==> config.mk <==
export PLATFORM = sky130hd
export DESIGN_NAME = pnr_peak_capture
export DESIGN_NICKNAME = d
export VERILOG_FILES = /design/src/rtl/pnr_peak_capture.sv
export SDC_FILE = /design/constraint.sdc
export NUM_CORES = 1
export LEC_CHECK = 0
export ABC_AREA = 1
export BUFFER_PORTS_ARGS = -buffer_cell sky130_fd_sc_hd__buf_2
export CAP_MARGIN = 25
export CORE_MARGIN = 3
export CORE_UTILIZATION = 58
export DETAILED_ROUTE_END_ITERATION = 8
export MAX_ROUTING_LAYER = met4
export PLACE_DENSITY = 0.8
export SYNTH_ARGS = -nofsm -noshare
export SYNTH_HDL_FRONTEND = slang
export SYNTH_SLANG_ARGS = --single-unit
==> constraint.sdc <==
create_clock -name ADC_CLK -period 1.9 [get_ports ADC_CLK]
set_input_delay 0.095 -clock ADC_CLK [delete_from_list [all_inputs] [get_ports ADC_CLK]]
set_output_delay 0.095 -clock ADC_CLK [all_outputs]
set_load 0.02 [all_outputs]
==> src/rtl/pnr_peak_capture.sv <==
// Peak-hold capture of PNR pulse heights over a programmable window, with valid/ready output.
// Optional baseline subtraction is enabled by defining PNR_PEAK_BASELINE_EN.
module pnr_peak_capture #(
  parameter int ADC_W = 14,
  parameter int WIN_W = 16,
  parameter int CNT_W = 32
) (
  input  logic             ADC_CLK,
  input  logic             rstn_i,
  input  logic [ADC_W-1:0] adc_sig,
  input  logic             trigger,
  input  logic             delayed_trigger,
  input  logic [WIN_W-1:0] window_len,
  output logic             out_valid,
  input  logic             out_ready,
  output logic [ADC_W-1:0] peak_value,
  output logic [CNT_W-1:0] event_idx,
  output logic [15:0]      drop_cnt,
  output logic             busy
);

  typedef enum logic [1:0] {
    S_IDLE,
    S_WINDOW,
    S_PRESENT
  } state_t;

  state_t           state_q, state_d;
  logic [ADC_W-1:0] peak_q;
  logic [WIN_W-1:0] remaining_q;
  logic [CNT_W-1:0] event_cnt_q;
  logic [ADC_W-1:0] peak_result;
  logic             start_window;
  logic             drop_pulse;
  logic             enter_present;
  logic             transfer;

  assign transfer      = (state_q == S_PRESENT) && out_ready;
  assign start_window  = delayed_trigger && ((state_q == S_IDLE) || transfer);
  assign drop_pulse    = delayed_trigger && !start_window;
  assign enter_present = (state_q == S_WINDOW) && (remaining_q == '0);

  always_ff @(posedge ADC_CLK or negedge rstn_i) begin
    if (!rstn_i) state_q <= S_IDLE;
    else         state_q <= state_d;
  end

  always_comb begin
    state_d = state_q;
    case (state_q)
      S_IDLE:    if (delayed_trigger) state_d = S_WINDOW;
      S_WINDOW:  if (remaining_q == '0) state_d = S_PRESENT;
      S_PRESENT: if (out_ready) state_d = delayed_trigger ? S_WINDOW : S_IDLE;
      default:   state_d = S_IDLE;
    endcase
  end

`ifdef PNR_PEAK_BASELINE_EN
  logic [ADC_W-1:0] baseline_q;

  // Baseline is taken at the undelayed trigger so it precedes the pulse itself.
  always_ff @(posedge ADC_CLK or negedge rstn_i) begin
    if (!rstn_i)                          baseline_q <= '0;
    else if (trigger && state_q == S_IDLE) baseline_q <= adc_sig;
  end

  assign peak_result = (peak_q >= baseline_q) ? (peak_q - baseline_q) : '0;
`else
  logic unused_trigger;
  assign unused_trigger = trigger;
  assign peak_result    = peak_q;
`endif

  // The trigger-cycle sample is the first of the window; the remaining==0 cycle only hands off.
  always_ff @(posedge ADC_CLK or negedge rstn_i) begin
    if (!rstn_i) begin
      peak_q      <= '0;
      remaining_q <= '0;
      event_cnt_q <= '0;
    end else if (start_window) begin
      peak_q      <= adc_sig;
      remaining_q <= (window_len == '0) ? '0 : window_len - WIN_W'(1);
      event_cnt_q <= event_cnt_q + CNT_W'(1);
    end else if (state_q == S_WINDOW && remaining_q != '0) begin
      if (adc_sig > peak_q) peak_q <= adc_sig;
      remaining_q <= remaining_q - WIN_W'(1);
    end
  end

  always_ff @(posedge ADC_CLK or negedge rstn_i) begin
    if (!rstn_i) begin
      peak_value <= '0;
      event_idx  <= '0;
    end else if (enter_present) begin
      peak_value <= peak_result;
      event_idx  <= event_cnt_q;
    end
  end

  always_ff @(posedge ADC_CLK or negedge rstn_i) begin
    if (!rstn_i)                             drop_cnt <= '0;
    else if (drop_pulse && drop_cnt != 16'hFFFF) drop_cnt <= drop_cnt + 16'd1;
  end

  assign out_valid = (state_q == S_PRESENT);
  assign busy      = (state_q != S_IDLE);

endmodule

# [After elaboration in Yosys (flattened, before gate mapping)]
# Index checks and enable logic that the tools add are counted.
[op_classes] addsub=4 order_cmp=1 eq_ne=6 mux=11 n_reduce_logical=17
[ops] cell="16-bit two-way mux" n=3
[ops] cell="14-bit two-way mux" n=3
[ops] cell="32-bit by 1-bit adder with 32-bit output, second input constant" n=1
[ops] cell="16-bit logical NOT" n=2
[ops] cell="16-bit by 1-bit subtractor with 16-bit output, second input constant" n=2
[ops] cell="16-bit by 1-bit adder with 16-bit output, second input constant" n=1
[ops] cell="16-bit != test, second input constant" n=1
[ops] cell="16-bit nonzero test" n=1
[ops] cell="14-bit > comparator" n=1
[ops] cell="1-bit logical AND" n=6
[ops] cell="2-bit two-way mux" n=3
[ops] cell="2-bit one-hot mux with 3 select lines" n=1
[ops] cell="2-bit nonzero test" n=3
[ops] cell="2-bit != test, second input constant" n=2
[ops] cell="3-bit AND reduction" n=1
[ops] cell="2-bit by 1-bit == test with 1-bit output, second input constant" n=1
[ops] cell="2-bit == test, second input constant" n=1
[ops] cell="2-bit logical NOT" n=1
[ops] cell="2-bit by 1-bit != test with 1-bit output, second input constant" n=1
[ops] cell="2-bit AND reduction" n=1
[ops] cell="1-bit logical NOT" n=1
[ops] cell="1-bit logical OR" n=1
[ops] cell="1-bit two-way mux" n=1
[totals] reg_bits=126 inputBits=35 output_inout_bits=64 elab_cells=46

# [Logic depth before layout (Yosys ltp)]
# Gate-level depths: netlist (run 1).
[logic_depth] depth_word=7 mapped_depth=14

# [Worst setup path before layout (run 1)]
# Ideal clock, no wire load.
[synth_timing] path_type="reg2reg" startpoint="register drop_cnt[0]" endpoint="register drop_cnt[4]" setup_ns=0.132 arrival_ns=1.525 slack_ns=0.242 path_stages_with_launch=9 cell_sequence="dfrtp_1 -> ha_1 -> nand3_1 -> nor3_2 -> nand3_1 -> nand2_1 -> buf_4 -> nor2_1 -> xor2_1"
[synth_via] elab_chain_cells=2 word_cells_on_any_way=3
[synth_lines] item="start: declaration" line_no="18" rtl="output logic [15:0] drop_cnt,"
[synth_lines] item="start signal: assignment" line_no="102" rtl="else if (drop_pulse && drop_cnt != 16'hFFFF) drop_cnt <= drop_cnt + 16'd1;"
[synth_lines] item="branches (longest 2 deep; another with 16-bit by 1-bit adder with 16-bit output)"
# Parallel ways; which one is timed is not known.
# A chain may end at the register's enable or synchronous reset.

# [Worst setup path in the final report (run 1)]
[layout_timing] startpoint="register peak_q[11]" endpoint="register peak_q[8]"
[layout_via] elab_chain_cells=3
[layout_lines] item="start: declaration" line_no="29" rtl="logic [ADC_W-1:0] peak_q;"
[layout_lines] item="start signal: assignment" line_no="81" rtl="peak_q <= adc_sig;"
[layout_lines] item="start signal: assignment" line_no="85" rtl="if (adc_sig > peak_q) peak_q <= adc_sig;"
[layout_lines] item="14-bit > comparator" line_no="85"
[layout_lines] item="2-bit nonzero test (no line)"
[layout_lines] item="2-bit AND reduction (no line)"
# No other way between the ends.

==> flow_summary.toml, run 1 <==
[worst_setup_path]
r2r.worst_path.cells = 11
cp_common_cell = "nand2_1"
worstPathCellList = "inv_1 > ha_1 > nand2_1 > nor2_2 > nand3_1 > nor2_1 > nor2_2 > nand2_4 > nand2_8 > nand2_1 > nand2_1"
r2r_start = "peak_q[11]"
cp_max_fo = 14
path_buf_inv = 1
r2r_slack_ns = 0.12
reg2reg_to = "peak_q[8]"
endpoint_kind = "flop"
critical_path_arrival_ns = 2.08
cpMaxStageDelayCell = "dfrtp_1"
crit_required_ns = 2.20
max_stage_delay_ns = 0.35
critPathLaunchType = "flop"
cp-startpoint = "peak_q[11]"
crit_type = "reg2reg"
crit_family = "simple AND/OR/NAND/NOR gates"

[floorplanning]
die_h_um = 118
die_area_um2 = 13800
io_pins = 99
coreArea_um2 = 12100
die_w_um = 118
rows = 40
start_util = 0.597

[pwr]
power.leakage_uw = 0.00463
ir_worst_vdd_mv = 0.783
power.density_nw_per_um2 = 1290
finalPower_uw = 11300

[detailed_routing]
drc_errors = 0
drtPass1Iterations = 5
drt-initial-drc-count = 553
vias = 6624
wire_per_inst_um = 13.5
wirelength_um = 17200
ant_nets = 0
viasPerCell = 5.18

[clock_network]
clk_pin_slew_worst_paths_ns = 0.06
htreeDepth = 4
clock-root-buffer = "clkbuf_16"
clkLatencyLatePin_ns = 0.42
cts_buffer_depth = 2
cts.sinks = 126
cts_tree = "yes"
numCtsBuffers = 17

[synthesis]
synth_flop_cell = "dfrtp_1"
synthTopCellsByCount = "338 x nand2_1, 126 x dfrtp_1, 117 x inv_1"
synth_fp_nets = 1021
yosys.area.top_type = "dfrtp_1"
synthCells = 966
synth_area_um2 = 7230
syn_avg_cell_area_um2 = 7.49
ys_ff_latch = 126
yosysMostFrequentCell = "nand2_1"
synthArstFlopShare = 1.00
yosysSeqAreaShare = 0.436
ys_types = 34
synth_area_leaders = "dfrtp_1 44%, nand2_1 18%, inv_1 6.1%"
synth_top_area_share = 0.436
synth-edff-count = 0
ys.warnings.count = 0

[sta]
period_minus_slack_ns = 1.78
fin_worst_skew_ns = 0.00758
hold_viol = 0
slew_headroom = 0.651
timing.hold.ws_ns = 0.0113
grt_setup_unrepaired = "no"
timing.final.crit_share = 0.937
timing_worst_slew_pin_value_ns = 0.523
slew_viol_final = 0
fin_ws_ns = 0.119
fmax_mhz = 562
tns_ns = 0
setup_viol = 0

[flow_run]
maxCapViolCount = 0

[finish]
syn_to_final_growth_pct = 20.9
drive_gt1_frac = 0.181
stdcell_area_um2 = 8740
nNetsFinal = 1151

[global_routing]
grt_pass1_wl_um = 29400
antenna_found_initial = 1
grt_max_degree = 67
grt-ovfl-total = 0
grt_use_total = 0.265
grt_pass1_vias = 6272

[placement]
io_buffers = 97
pre_cts_ws_ns = 0.151
hpwl_um = 12300
globalplace.congestion = 0.948
placed_cell_area_um2 = 7920

[outcome]
outcome = "completed"

[min_path]
hold_end = "remaining_q[0]"
hp-start = "window_len[0]"
holdCritPathClass = "in2reg"
min_path_cells = 4
[power by group]
part,switching [µW],internal [µW],total [µW]
combinational,2640,1450,4090
clock,1190,2110,3300
sequential,567,3330,3900
[state kept, by name, indices dropped and copies added (netlist names)]
| name | flops |
|---|---|
| event_cnt_q | 32 |
| event_idx | 32 |
| drop_cnt | 16 |
| remaining_q | 16 |
| peak_q | 14 |
| peak_value | 14 |
| state_q | 2 |
[stage by stage]
step	utilization	cells
final	0.722	1278
after CTS	0.717	1274
after global placement	0.654	1226
after floorplan	-	966
after detailed placement	0.654	1226
after global routing	0.722	1278
[cells in the final DEF (no fill, tap or decap), types with 4 or more instances in the layout]
master         instances
nand2_1              337
dfrtp_1              126
inv_1                116
nor2_1               104
buf_2                 96
nand3_1               67
xor2_1                37
o21ai_2               30
o21ai_0               27
ha_1                  20
clkbuf_16             17
dlygate4sd3_1         16
buf_4                 16
nor3_1                14
o21ai_1               12
nand4_1               12
clkinv_2               6
inv_2                  5
nor2_2                 4
nand3b_1               4
xnor2_1                4
a21oi_1                4
clkinvlp_4             4
[how the worst max path moves through the flow]
stage,endpoint,slack [ns],depth (start not counted)
finish,peak_q[8],0.12,11
floorplan,drop_cnt[4],0.24,8
global placement,peak_q[0],0.18,12
detailed placement,peak_q[0],0.15,12
global route,event_cnt_q[18],0.008,8
CTS,peak_q[0],0.14,12
[area by class of cell]
type / instances / area [µm²]
diodes: 1 / 2.50
clock inverters: 12 / 143
fillers: 1007 / 3370
inverters: 122 / 462
multi-input cells: 697 / 3490
flip-flops and latches: 126 / 3150
well taps: 168 / 210
clock buffers: 20 / 457
repair buffers: 132 / 832
[timing repair]
item | 4_1_cts | 5_1_grt
endpoints found under the hold margin | 47 | 0
buffers inserted | 0 | 3
hold buffers | 16 | 0
endpoints found under the setup margin | 0 | 16
resized for setup | 0 | 9
[logic make-up after synthesis]
| group | after synthesis | share of synthesized area |
|---|---|---|
| AOI/OAI and AO/OA | 83 | 0.0756 |
| xor gates and xnor gates | 41 | 0.0496 |
| adders and majority gates | 20 | 0.0346 |
| buffers and inverters | 143 | 0.0863 |
| DFF | 126 | 0.436 |
| and+or+nand+nor | 553 | 0.318 |
[tightest hold or removal path, delay by kind of cell]
| kind | cells | cell delay, ns |
|---|---|---|
| AND/OR/NAND/NOR | 1 | 0.08 |
| buffers and inverters | 2 | 0.15 |
| AO/OA/AOI/OAI | 1 | 0.06 |
[layer usage]
metal | vias up | global-route usage | part of all wire | wire, µm
li1 | 3281 | - | - | -
met1 | 3088 | 0.356 | 0.46 | 7970
met2 | 223 | 0.405 | 0.46 | 7930
met3 | 32 | 0.0548 | 0.056 | 973
met4 | 0 | 0.0872 | 0.021 | 363
met5 | - | - | 0 | 0
No activity file was read; power rests on OpenSTA's default activity.
==> run 2, diff against run 1 <==
--- a/config.mk
+++ b/config.mk
@@ -11,6 +11,7 @@
 export CORE_MARGIN = 3
 export CORE_UTILIZATION = 58
 export DETAILED_ROUTE_END_ITERATION = 8
+export GPL_TIMING_DRIVEN = 0
 export MAX_ROUTING_LAYER = met4
 export PLACE_DENSITY = 0.8
 export SYNTH_ARGS = -nofsm -noshare
==> flow_summary.toml, run 2 (synthesized netlist as in run 1, its figures left out) <==
[detailed_routing]
viasPerCell = 5.23
wl_met2_um = 8500
wl_met3_um = 1180
drc_errors = 0
drt-initial-drc-count = 647
ant_nets = 0
vias = 6706
drtPass1Iterations = 6
top_layer = "met4"
wirelength_um = 18200
wire_per_inst_um = 14.2
wl_met1_um = 8080

[sta]
timing.final.crit_share = 0.983
slew_viol_final = 0
hold_viol = 0
tns_ns = 0
fin_worst_skew_ns = 0.0104
setup_viol = 0
slew_headroom = 0.677
fmax_mhz = 535
timing_worst_slew_pin_value_ns = 0.484
period_minus_slack_ns = 1.87
timing.hold.ws_ns = 0.00677

[finish]
final_common_cell = "nand2_1"
drive_gt1_frac = 0.190
n_fill_cell = 949
mostFrequentLayoutCells = "338 x nand2_1, 125 x dfrtp_1, 113 x inv_1"
top_regs = "event_cnt_q: 32 flops, event_idx: 32 flops"
regArea_um2 = 3150
nNetsFinal = 1156
utilization = 0.721
syn_to_final_growth_pct = 20.8
antenna_cells = 0
multiInputGateArea_um2 = 3490

[worst_setup_path]
r2r_slack_ns = 0.03
endpoint_kind = "flop"
crit_type = "reg2reg"
cp_max_fo = 10
worstPathCellList = "inv_1 > ha_1 > nand2_1 > nand2_1 > nand2_1 > nand2_1 > a21oi_1 > nand2_1 > nand2_4 > nand2_4 > buf_6 > nand2_1 > nand2_1"
cp_common_cell = "nand2_1"
max_stage_delay_ns = 0.38
critPathLaunchType = "flop"
cpMaxStageDelayCell = "dfrtp_1"
critical_path_arrival_ns = 2.16
r2r.worst_path.cells = 13
crit_required_ns = 2.19

[floorplanning]
io_pins = 99
coreArea_um2 = 12100
rows = 40
die_h_um = 118
die_area_um2 = 13800
start_util = 0.597
die_w_um = 118

[clock_network]
clkLatencyLatePin_ns = 0.42
numCtsBuffers = 17
clock-root-buffer = "clkbuf_16"
clk_pin_slew_worst_paths_ns = 0.06
cts_buffer_depth = 2
cts_tree = "yes"
cts.sinks = 126
htreeDepth = 4

[global_routing]
grt-ovfl-total = 0
antenna_found_initial = 0
grt_max_degree = 81
grt_use_total = 0.279
grt_pass1_wl_um = 30800
grt_pass1_vias = 6392

[placement]
globalplace.congestion = 0.923
hpwl_um = 12700
io_buffers = 97

[pwr]
ir_worst_vdd_mv = 0.680
power.density_nw_per_um2 = 1270
power.leakage_uw = 0.00462

[min_path]
min_path_cells = 4
holdCritPathClass = "in2reg"

[outcome]
outcome = "completed"

[flow_run]
maxCapViolCount = 0
## run 2: routing by layer
metal  global-route usage  vias to the layer above
li1                     -                     3298
met1                0.375                     3090
met2                0.423                      276
met3               0.0572                       42
met4                0.101                        0
met5                    -                        -
## run 2: repair_timing
| action | in CTS | in global routing |
|---|---|---|
| endpoints found under the hold margin | 61 | 0 |
| setup endpoints to repair | 0 | 18 |
| buffers inserted | 0 | 2 |
| resized for setup | 0 | 14 |
| hold buffers | 16 | 0 |
## run 2: layout make-up
class | count | share of cell area
buffer | 21 | 0.0190
sequential | 126 | 0.361
tap | 168 | 0.0241
multi-input combinational | 697 | 0.400
clock inverter | 11 | 0.0105
inverter | 122 | 0.0524
clock buffer | 21 | 0.0538
timing repair buffer | 116 | 0.0795
## run 2: per-stage QoR
step	std cells	setup slack, ns	instance area, µm²	power, µW
after floorplan	966	0.242	7230	6640
after global placement	1231	-0.918	7930	7640
after detailed placement	1232	0.108	7960	7770
after CTS	1280	0.0552	8690	10900
after global routing	1282	-0.0197	8740	11800
final	1282	0.0325	8740	11100
## run 2: report_power, final
part	internal (µW)	switching, µW
combinational	1420	2650
clock	1890	1190
sequential	3340	585
## run 2: worst paths after layout
check | startpoint | endpoint
worst min-delay path | window_len[0] | remaining_q[0]
max in group asynchronous | rstn_i | peak_value[13]
worst min register to register | event_idx[11] | event_idx[11]
worst max register to register | peak_q[7] | peak_q[8]
min in group asynchronous | rstn_i | drop_cnt[4]
worst max-delay path | peak_q[7] | peak_q[8]
## run 2: worst max-delay path: cells and delay by family (launching register included)
family | cells | cell delay [ns]
and+or+nand+nor | 9 | 0.70
adders and majority gates | 1 | 0.27
AOI/OAI and AO/OA | 1 | 0.15
DFF | 1 | 0.38
buffers and inverters | 2 | 0.26
==> run 3, diff against run 2 <==
--- a/config.mk
+++ b/config.mk
@@ -9,11 +9,13 @@
 export BUFFER_PORTS_ARGS = -buffer_cell sky130_fd_sc_hd__buf_2
 export CAP_MARGIN = 25
 export CORE_MARGIN = 3
-export CORE_UTILIZATION = 58
+export CORE_UTILIZATION = 53
+export CTS_CLUSTER_DIAMETER = 100
 export DETAILED_ROUTE_END_ITERATION = 8
 export GPL_TIMING_DRIVEN = 0
 export MAX_ROUTING_LAYER = met4
-export PLACE_DENSITY = 0.8
+export PLACE_DENSITY = 0.77
+export SLEW_MARGIN = 30
 export SYNTH_ARGS = -nofsm -noshare
 export SYNTH_HDL_FRONTEND = slang
 export SYNTH_SLANG_ARGS = --single-unit
==> constraint.sdc (replaced) <==
create_clock -name ADC_CLK -period 1.6 [get_ports ADC_CLK]
set_input_delay 0.08 -clock ADC_CLK [delete_from_list [all_inputs] [get_ports ADC_CLK]]
set_output_delay 0.08 -clock ADC_CLK [all_outputs]
set_load 0.02 [all_outputs]
==> flow_summary.toml, run 3 (synthesized netlist as in run 1, its figures left out) <==
[finish]
nNetsFinal = 1201
stdcell_area_um2 = 9720
syn_to_final_growth_pct = 34.4
drive_gt1_frac = 0.310
mostFrequentLayoutCells = "294 x nand2_1, 119 x dfrtp_1, 104 x inv_1"
final_common_cell = "nand2_1"
top_regs = "event_cnt_q: 32 flops, event_idx: 32 flops"
n_fill_cell = 928

[detailed_routing]
viasPerCell = 5.39
wire_per_inst_um = 16.6
drt-initial-drc-count = 800
ant_nets = 0
drc_errors = 0
vias = 7204
drtPass1Iterations = 5
wirelength_um = 22100

[worst_setup_path]
max_stage_delay_ns = 0.40
endpoint_kind = "flop"
critical_path_arrival_ns = 2.14
cp_max_fo = 5
critPathLaunchType = "flop"
cpMaxStageDelayCell = "dfrtp_1"
worstPathCellList = "inv_2 > ha_4 > nand2_4 > nor2_4 > buf_4 > a21oi_2 > nand2_2 > nand2_4 > nand2_4 > buf_6 > nand2_2 > nand2_2"
crit_type = "reg2reg"
crit_required_ns = 1.91

[sta]
period_minus_slack_ns = 1.84
fin_worst_skew_ns = 0.0105
fin_ws_ns = -0.238
hold_viol = 0
tns_ns = -4.98
fmax_mhz = 544
timing.final.crit_share = 1.15
timing_worst_slew_pin_value_ns = 0.459
slew_viol_final = 0
grt_setup_unrepaired = "yes"
slew_headroom = 0.693
setup_viol = 67

[clock_network]
cts_buffer_depth = 2
cts_tree = "yes"
numCtsBuffers = 17
htreeDepth = 4
clk_pin_slew_worst_paths_ns = 0.06
clkLatencyLatePin_ns = 0.42
clock-root-buffer = "clkbuf_16"
cts.sinks = 126

[placement]
hpwl_um = 12800
io_buffers = 97
pre_cts_ws_ns = -0.200
globalplace.congestion = 0.923
placed_cell_area_um2 = 7980

[floorplanning]
start_util = 0.544
io_pins = 99
die_w_um = 123
rows = 42
die_h_um = 123
coreArea_um2 = 13300
die_area_um2 = 15100

[pwr]
power_switching_uw = 6320
p_seq_frac = 0.307
combPwrFrac = 0.435
clock_power_share = 0.259
ir_worst_vdd_mv = 1.03
power.leakage_uw = 0.00496
power_report.internal_total_uw = 9190
switching_share = 0.408
power.density_nw_per_um2 = 1600

[global_routing]
antenna_found_initial = 1
grt-ovfl-total = 0
grt_max_degree = 86
grt_pass1_wl_um = 30400
grt_use_total = 0.261
grt_pass1_vias = 6386

[outcome]
failed_checks = "negative setup slack"
outcome = "complete, but fails checks"

[flow_run]
maxCapViolCount = 0

[min_path]
holdCritPathClass = "in2reg"
==> run 3: worst max-delay path: cells and delay by family, from the launching register on <==
kind	cells	cell delay [ns]
AO/OA/AOI/OAI	1	0.16
flip-flops	1	0.40
buffers and inverters	3	0.40
adder cells (fa/ha/maj)	1	0.24
AND/OR/NAND/NOR	7	0.51
==> run 3: what timing repair did <==
item | CTS | global route
gates cloned | 1 | 2
pin swaps | 17 | 28
setup endpoints to repair | 92 | 107
gates resized for setup | 57 | 118
hold buffers | 16 | 1
hold endpoints to repair | 142 | 1
buffers inserted | 22 | 21
==> run 3: routing by layer <==
metal  track usage  vias to the layer above  wire, µm
li1              -                     3385         -
met1         0.344                     3369      9030
met2         0.411                      362     10700
met3        0.0442                       88      1570
met4        0.0917                        0       869
met5             -                        -         0
==> run 3: path summary, 6_finish.rpt <==
kind | endpoint | from | slack (ns) | cells past startpoint
worst max register to register | peak_q[3] | peak_q[11] | -0.24 | 12
worst max-delay path | peak_q[3] | peak_q[11] | -0.24 | 12
worst min register to register | event_idx[10] | event_idx[10] | 0.48 | 2
worst min-delay path | remaining_q[7] | window_len[7] | 0.05 | 6
max in group asynchronous | remaining_q[4] | rstn_i | 0.73 | 3
min in group asynchronous | peak_q[7] | rstn_i | 0.14 | 2
==> run 3: layout make-up <==
cell class              count  area, µm²  area share
diodes                      1       2.50    0.000257
plain buffers              21        221      0.0228
clock buffers              22        464      0.0478
clock inverters            10        136      0.0140
inverters                 122        459      0.0472
multi-input cells         697       3990       0.410
flip-flops and latches    126       3160       0.325
well taps                 176        220      0.0227
repair buffers            161       1070       0.110
==> run 3: power by group through the flow <==
stage | clock network, µW | logic (µW) | registers, µW
floorplan | 0 | 2990 | 4900
global placement | 0 | 4440 | 4630
detailed placement | 0 | 4580 | 4660
CTS | 3970 | 5490 | 4620
global route | 4130 | 7270 | 4820
finish | 4010 | 6740 | 4760
==> run 3: metrics by stage <==
step	utilization	instances	hold WS, ns	power, µW
floorplan	-	966	-0.216	7900
global placement	0.597	1239	0.298	9070
detailed placement	0.600	1240	-0.0126	9240
CTS	0.689	1311	-0.0533	14100
global route	0.731	1336	0.112	16200
finish	0.731	1336	0.0530	15500
